===== src/rtl/regfile_pkg.sv =====
// regfile_pkg: shared FSM state type, init-mode codes and clog2 helper for regfile_param
package regfile_pkg;
    typedef enum logic {ST_INIT, ST_RUN} state_t;
    localparam int INIT_ZERO  = 0;
    localparam int INIT_INDEX = 1;
    function automatic int clog2(input int n);
        int r;
        r = 0;
        while ((1 << r) < n) r++;
        return r;
    endfunction
endpackage


===== src/rtl/regfile_init_fsm.sv =====
// regfile_init_fsm: sequential init engine owning state, init pointer, busy and write-drop flag
module regfile_init_fsm
    import regfile_pkg::*;
#(
    parameter int DATA_W    = 32,
    parameter int DEPTH     = 16,
    parameter int INIT_MODE = 1,
    localparam int ADDR_W   = clog2(DEPTH)
)(
    input  logic              clock_in,
    input  logic              reset,
    input  logic              wr_en,
    input  logic              init_req,
    output logic              busy,
    output logic              wr_drop,
    output logic              init_we,
    output logic [ADDR_W-1:0] init_addr,
    output logic [DATA_W-1:0] init_val
);
    state_t            state, state_n;
    logic [ADDR_W-1:0] init_ptr, ptr_n;
    logic              last;

    // next state: walk every entry while in INIT, restart from entry 0 on init_req in RUN
    always_comb begin
        last    = init_ptr == ADDR_W'(DEPTH - 1);
        state_n = state == ST_INIT ? (last ? ST_RUN : ST_INIT) : (init_req ? ST_INIT : ST_RUN);
        ptr_n   = state == ST_INIT && !last ? init_ptr + 1'b1 : '0;
    end

    // control registers; a write is dropped when the engine owns the array or a reload is starting
    always_ff @(posedge clock_in or posedge reset) begin
        if (reset) begin
            state    <= ST_INIT;
            init_ptr <= '0;
            busy     <= 1'b1;
            wr_drop  <= 1'b0;
        end else begin
            state    <= state_n;
            init_ptr <= ptr_n;
            busy     <= state_n == ST_INIT;
            wr_drop  <= wr_en && (busy || init_req);
        end
    end

    assign init_we   = state == ST_INIT;
    assign init_addr = init_ptr;
    assign init_val  = INIT_MODE == INIT_INDEX ? DATA_W'(init_ptr) : '0;
endmodule


===== src/rtl/regfile_param.sv =====
// regfile_param: parametrised register file with init engine; REGFILE_BYPASS_EN adds same-cycle write-to-read bypass
module regfile_param
    import regfile_pkg::*;
#(
    parameter int DATA_W    = 32,
    parameter int DEPTH     = 16,
    parameter int NUM_RD    = 2,
    parameter int INIT_MODE = 1,
    parameter int ZERO_REG  = 1,
    localparam int ADDR_W   = clog2(DEPTH)
)(
    input  logic                     clock_in,
    input  logic                     reset,
    input  logic [NUM_RD*ADDR_W-1:0] rd_addr,
    output logic [NUM_RD*DATA_W-1:0] rd_data,
    input  logic                     wr_en,
    input  logic [ADDR_W-1:0]        wr_addr,
    input  logic [DATA_W-1:0]        wr_data,
    input  logic                     init_req,
    output logic                     busy,
    output logic                     wr_drop,
    input  logic [ADDR_W-1:0]        dbg_sel,
    output logic [7:0]               dbg_data
);
    logic [DATA_W-1:0] mem [DEPTH];
    logic              init_we;
    logic [ADDR_W-1:0] init_addr;
    logic [DATA_W-1:0] init_val;
    logic              wr_ok;

    regfile_init_fsm #(
        .DATA_W   (DATA_W),
        .DEPTH    (DEPTH),
        .INIT_MODE(INIT_MODE)
    ) u_fsm (
        .clock_in (clock_in),
        .reset    (reset),
        .wr_en    (wr_en),
        .init_req (init_req),
        .busy     (busy),
        .wr_drop  (wr_drop),
        .init_we  (init_we),
        .init_addr(init_addr),
        .init_val (init_val)
    );

    assign wr_ok = wr_en && !busy && !init_req && !(ZERO_REG != 0 && wr_addr == '0);

    // array write: the init engine has priority; user writes land only in RUN
    always_ff @(posedge clock_in) begin
        if (init_we)
            mem[init_addr] <= init_val;
        else if (wr_ok)
            mem[wr_addr] <= wr_data;
    end

    for (genvar p = 0; p < NUM_RD; p++) begin : g_rd
        logic [ADDR_W-1:0] a;
        logic              hit;
        assign a = rd_addr[p*ADDR_W +: ADDR_W];
`ifdef REGFILE_BYPASS_EN
        assign hit = wr_en && !busy && wr_addr == a;
`else
        assign hit = 1'b0;
`endif
        assign rd_data[p*DATA_W +: DATA_W] = busy || (ZERO_REG != 0 && a == '0) ? '0 : hit ? wr_data : mem[a];
    end

    assign dbg_data = busy ? '0 : 8'(mem[dbg_sel]);
endmodule


===== config.mk =====
export PLATFORM = sky130hd
export DESIGN_NAME = regfile_param
export DESIGN_NICKNAME = d
export VERILOG_FILES = /design/src/rtl/regfile_pkg.sv /design/src/rtl/regfile_init_fsm.sv /design/src/rtl/regfile_param.sv
export SDC_FILE = /design/constraint.sdc
export NUM_CORES = 1
export LEC_CHECK = 0
export ABC_AREA = 1
export ABC_CLOCK_PERIOD_IN_PS = 3500
export BUFFER_PORTS_ARGS = -buffer_cell sky130_fd_sc_hd__buf_4
export CORE_ASPECT_RATIO = 0.9
export CORE_MARGIN = 2
export CORE_UTILIZATION = 45
export CTS_CLUSTER_DIAMETER = 150
export CTS_CLUSTER_SIZE = 24
export DETAILED_ROUTE_END_ITERATION = 6
export GPL_TIMING_DRIVEN = 1
export PLACE_DENSITY_LB_ADDON = 0.12
export SKIP_CTS_REPAIR_TIMING = 1
export SYNTH_ARGS = -nofsm -noshare
export SYNTH_HDL_FRONTEND = slang
export SYNTH_HIERARCHICAL = 1
export SYNTH_SLANG_ARGS = --single-unit
export TNS_END_PERCENT = 1

===== constraint.sdc =====
create_clock -name clock_in -period 3.5 [get_ports clock_in]
set_clock_uncertainty 0.1 [all_clocks]
set_input_delay 0.7 -clock clock_in [delete_from_list [all_inputs] [get_ports clock_in]]
set_output_delay 0.7 -clock clock_in [all_outputs]
set_load 0.05 [all_outputs]

==> summary.txt <==
Status
  • Status: finished clean

Die
  • IO Pins: 126
  • Effective utilization at floorplan: 0.4554
  • Floorplan Core Area: 65590 µm²
  • DIE WIDTH: 275.6 µm
  • Number of standard-cell rows in the floorplan: 89
  • Die Span Y: 248.4 µm
  • Total Die Area: 68450 µm²

Yosys
  • Post-synthesis area per instance: 7.738 µm²
  • Post-synthesis simple-gate area fraction: 0.3327
  • Top post-synthesis cells by area: edfxtp_1, nand2_1, nand3_1
  • Number of distinct library cell variants in the gate-level netlist after synthesis: 27
  • Post-synth top area share: 0.5148
  • Top cells by count, synth: nand2_1, nand3_1, inv_1, edfxtp_1, buf_2
  • Adder-cell area share of the yosys netlist: 0.0004189
  • Proportion of synthesized area in mux cells: 0.01206
  • Count of flip-flops with a built-in enable after synthesis: 512
  • Combinational family with the most area after synthesis: simple AND/OR/NAND/NOR gates
  • Netlist Area Pre-Place: 29870 µm²
  • Commonest register cell after synthesis: edfxtp_1
  • Fraction of the mapped netlist area in compound gates: 0.01361
  • Post-synthesis cell type with the largest combined area: edfxtp_1
  • Number of standard cells after synthesis: 3860
  • Leading cell type by number of instances after synthesis: nand2_1
  • Share of the yosys chip area belonging to registers: 0.5207
  • Post-synthesis register bit count: 519
  • XOR/XNOR Fraction of Synth Area: 0
  • Synth Warn #: 6
  • Post-synthesis async set-or-reset flop share: 0.01349

Placement
  • Cell count after placement: 4733
  • Worst setup slack before clock tree synthesis: 0.1234 ns
  • HPWL Detailed: 63490 µm
  • Last weighted congestion value of the routability-driven placer: 0.8701
  • IO Port Bufs: 125
  • Post-detailed-placement cell area: 32380 µm²

Clock network
  • Number of buffers inserted during clock tree synthesis: 25
  • Sinks on the clock net: 519
  • CTS tree: done
  • Clock tree root buffer cell: clkbuf_16
  • Clock latency on the worst-skew pair: 0.60 ns
  • Worst-path clk slew: 0.10 ns
  • Clock tree buffer depth: 3
  • CTS H-Tree Depth: 1

Pwr
  • P_leak: 15.33 nW
  • Highest ir drop seen on vdd: 364.1 µV
  • Power per Cell Area: 514.0 nW/µm²
  • Final total power: 0.01700 W

GRT
  • Pin count of the biggest net entering global routing: 71
  • Number of global-route vias before repair: 24060
  • Wire length of the first global-routing pass: 154200 µm
  • Overall global routing resource usage: 0.2995
  • Grt total ovfl: 0
  • Antenna violations before repair: 2

Finish
  • N_diodes: 0
  • Post-layout instance area: 33070 µm²
  • Final-layout fill cell count: 6224
  • Area growth, synth to finish: 10.72%
  • Number of nets in the finished design: 3950
  • Area of the multi-input gates: 10980 µm²
  • Non-filler instance count after layout: 4770
  • Reg area: 15550 µm²
  • Layout cells sized above 1: 0.09063

Detailed routing
  • First-pass iteration count of the detailed router: 5
  • Count of routing violations after the opening detailed-route iteration: 3096
  • Number of antenna-violating nets in the routed design: 0
  • Drt via density: 5.479
  • Number of vias after detailed routing: 26130
  • Post-detailed-route DRC marker count: 0
  • Detailed Route WL: 103600 µm
  • Routed wire length per instance: 21.71 µm

Timing
  • Total of endpoints with negative setup slack in the final report: 0
  • Final period utilization: 0.9553
  • Worst slew margin: 0.5715
  • Slew at the pin with the worst max-slew slack: 0.6428 ns
  • Min Tclk post-route: 3.344 ns
  • Final TNS setup: 0 ns
  • RSZ-0062 raised after global routing: no
  • Final Slew Violations: 0
  • Timing-limited maximum frequency: 0.2991 GHz
  • Fin. Hold Viols: 0
  • Smallest setup slack after layout: 0.1564 ns

Setup path
  • Critical path class: input pin to primary output
  • Crit path cell chain: clkbuf_8 -> buf_12 -> buf_4 -> nand2_1 -> nand3_1 -> nand3_1 -> nand3_1 -> a21oi_1 -> buf_4
  • CP max stage cell: a21oi_1
  • Signal arrival time at the worst endpoint: 2.54 ns
  • Cell with the most instances on the worst path: nand3_1
  • Register-to-register setup slack: 0.76 ns
  • Endpoint kind of the worst setup timing path: primary output
  • Crit-path max FO: 67
  • Critical path startpoint category: input pin
  • R2R depth: 10
  • Endpoint required time on the critical path: 2.70 ns
  • Max stage delay on crit path: 0.35 ns

Worst hold path
  • Hold Path Cell Cnt: 2
  • Classification of the worst-slack hold path: input pin to flop

Job
  • MaxCap Viol Count: 0
critical path: cells and delay by family:
| kind | cells | cell delay, ns |
|---|---|---|
| buf+inv | 4 | 1.05 |
| compound gates | 1 | 0.35 |
| simple gates | 4 | 0.34 |
stage by stage:
stage	hold WS [ns]	utilization
after floorplan	0.3886	-
after CTS	-0.07239	0.5040
after global routing	0.2314	0.5042
after detailed placement	0.4473	0.4936
after global placement	0.4492	0.4936
final	0.2384	0.5042
power by group:
part / total (W) / switching (W) / internal, W
Clock: 0.00336 / 0.00203 / 0.00133
Sequential: 0.00827 / 0.000221 / 0.00805
Combinational: 0.00537 / 0.00397 / 0.00140
Total: 0.0170 / 0.00622 / 0.0108
state kept, by name, summed over array words and instances, names as in the netlist:
signal / cells
u_fsm/init_addr: 4
mem: 512
u_fsm/state: 1
u_fsm/busy: 1
u_fsm/wr_drop: 1
routing by layer:
layer,track usage,share of wire,up-vias,wire (µm)
li1,-,-,12250,-
met1,0.4459,0.43,12270,44410
met2,0.4496,0.44,1425,45400
met3,0.04297,0.10,189,10330
met4,0.09359,0.033,0,3418
met5,0,0,-,0
cells by family after synthesis:
logic type                 Yosys count
and+or+nand+nor                   2357
AOI/OAI and AO/OA                   77
muxes                               32
DFF                                519
adders and majority gates            1
other                                1
buffers and inverters              873
area by class of cell:
| type | count | area share |
|---|---|---|
| inverter | 602 | 0.06909 |
| clock buffer | 34 | 0.01994 |
| timing repair buffer | 254 | 0.07540 |
| tap | 864 | 0.03269 |
| clock inverter | 2 | 0.0006053 |
| multi-input combinational | 2495 | 0.3320 |
| sequential | 519 | 0.4702 |
worst paths after layout:
path,to,startpoint
worst max register to register,mem[14][18]$_DFFE_PP_,u_fsm/busy$_DFF_PP1_
worst min register to register,u_fsm/init_addr[0]$_DFF_PP0_,u_fsm/init_addr[0]$_DFF_PP0_
min in group asynchronous,u_fsm/state$_DFF_PP0_,reset
max in group asynchronous,u_fsm/busy$_DFF_PP1_,reset
worst max-delay path,rd_data[29],rd_addr[0]
worst min-delay path,u_fsm/wr_drop$_DFF_PP0_,wr_en
cells in the final DEF, fill, tap and decap left out, drive strengths merged:
cell	count
a21oi	72
buf	252
clkbuf	35
conb	28
dfrtp	6
dfstp	1
dlygate4sd3	1
edfxtp	512
ha	1
inv	604
mux2	32
nand2	1497
nand3	824
nand4	5
nor2	31
o21a	1
o21ai	4
Note: power is estimated with default switching activity, not from simulation.
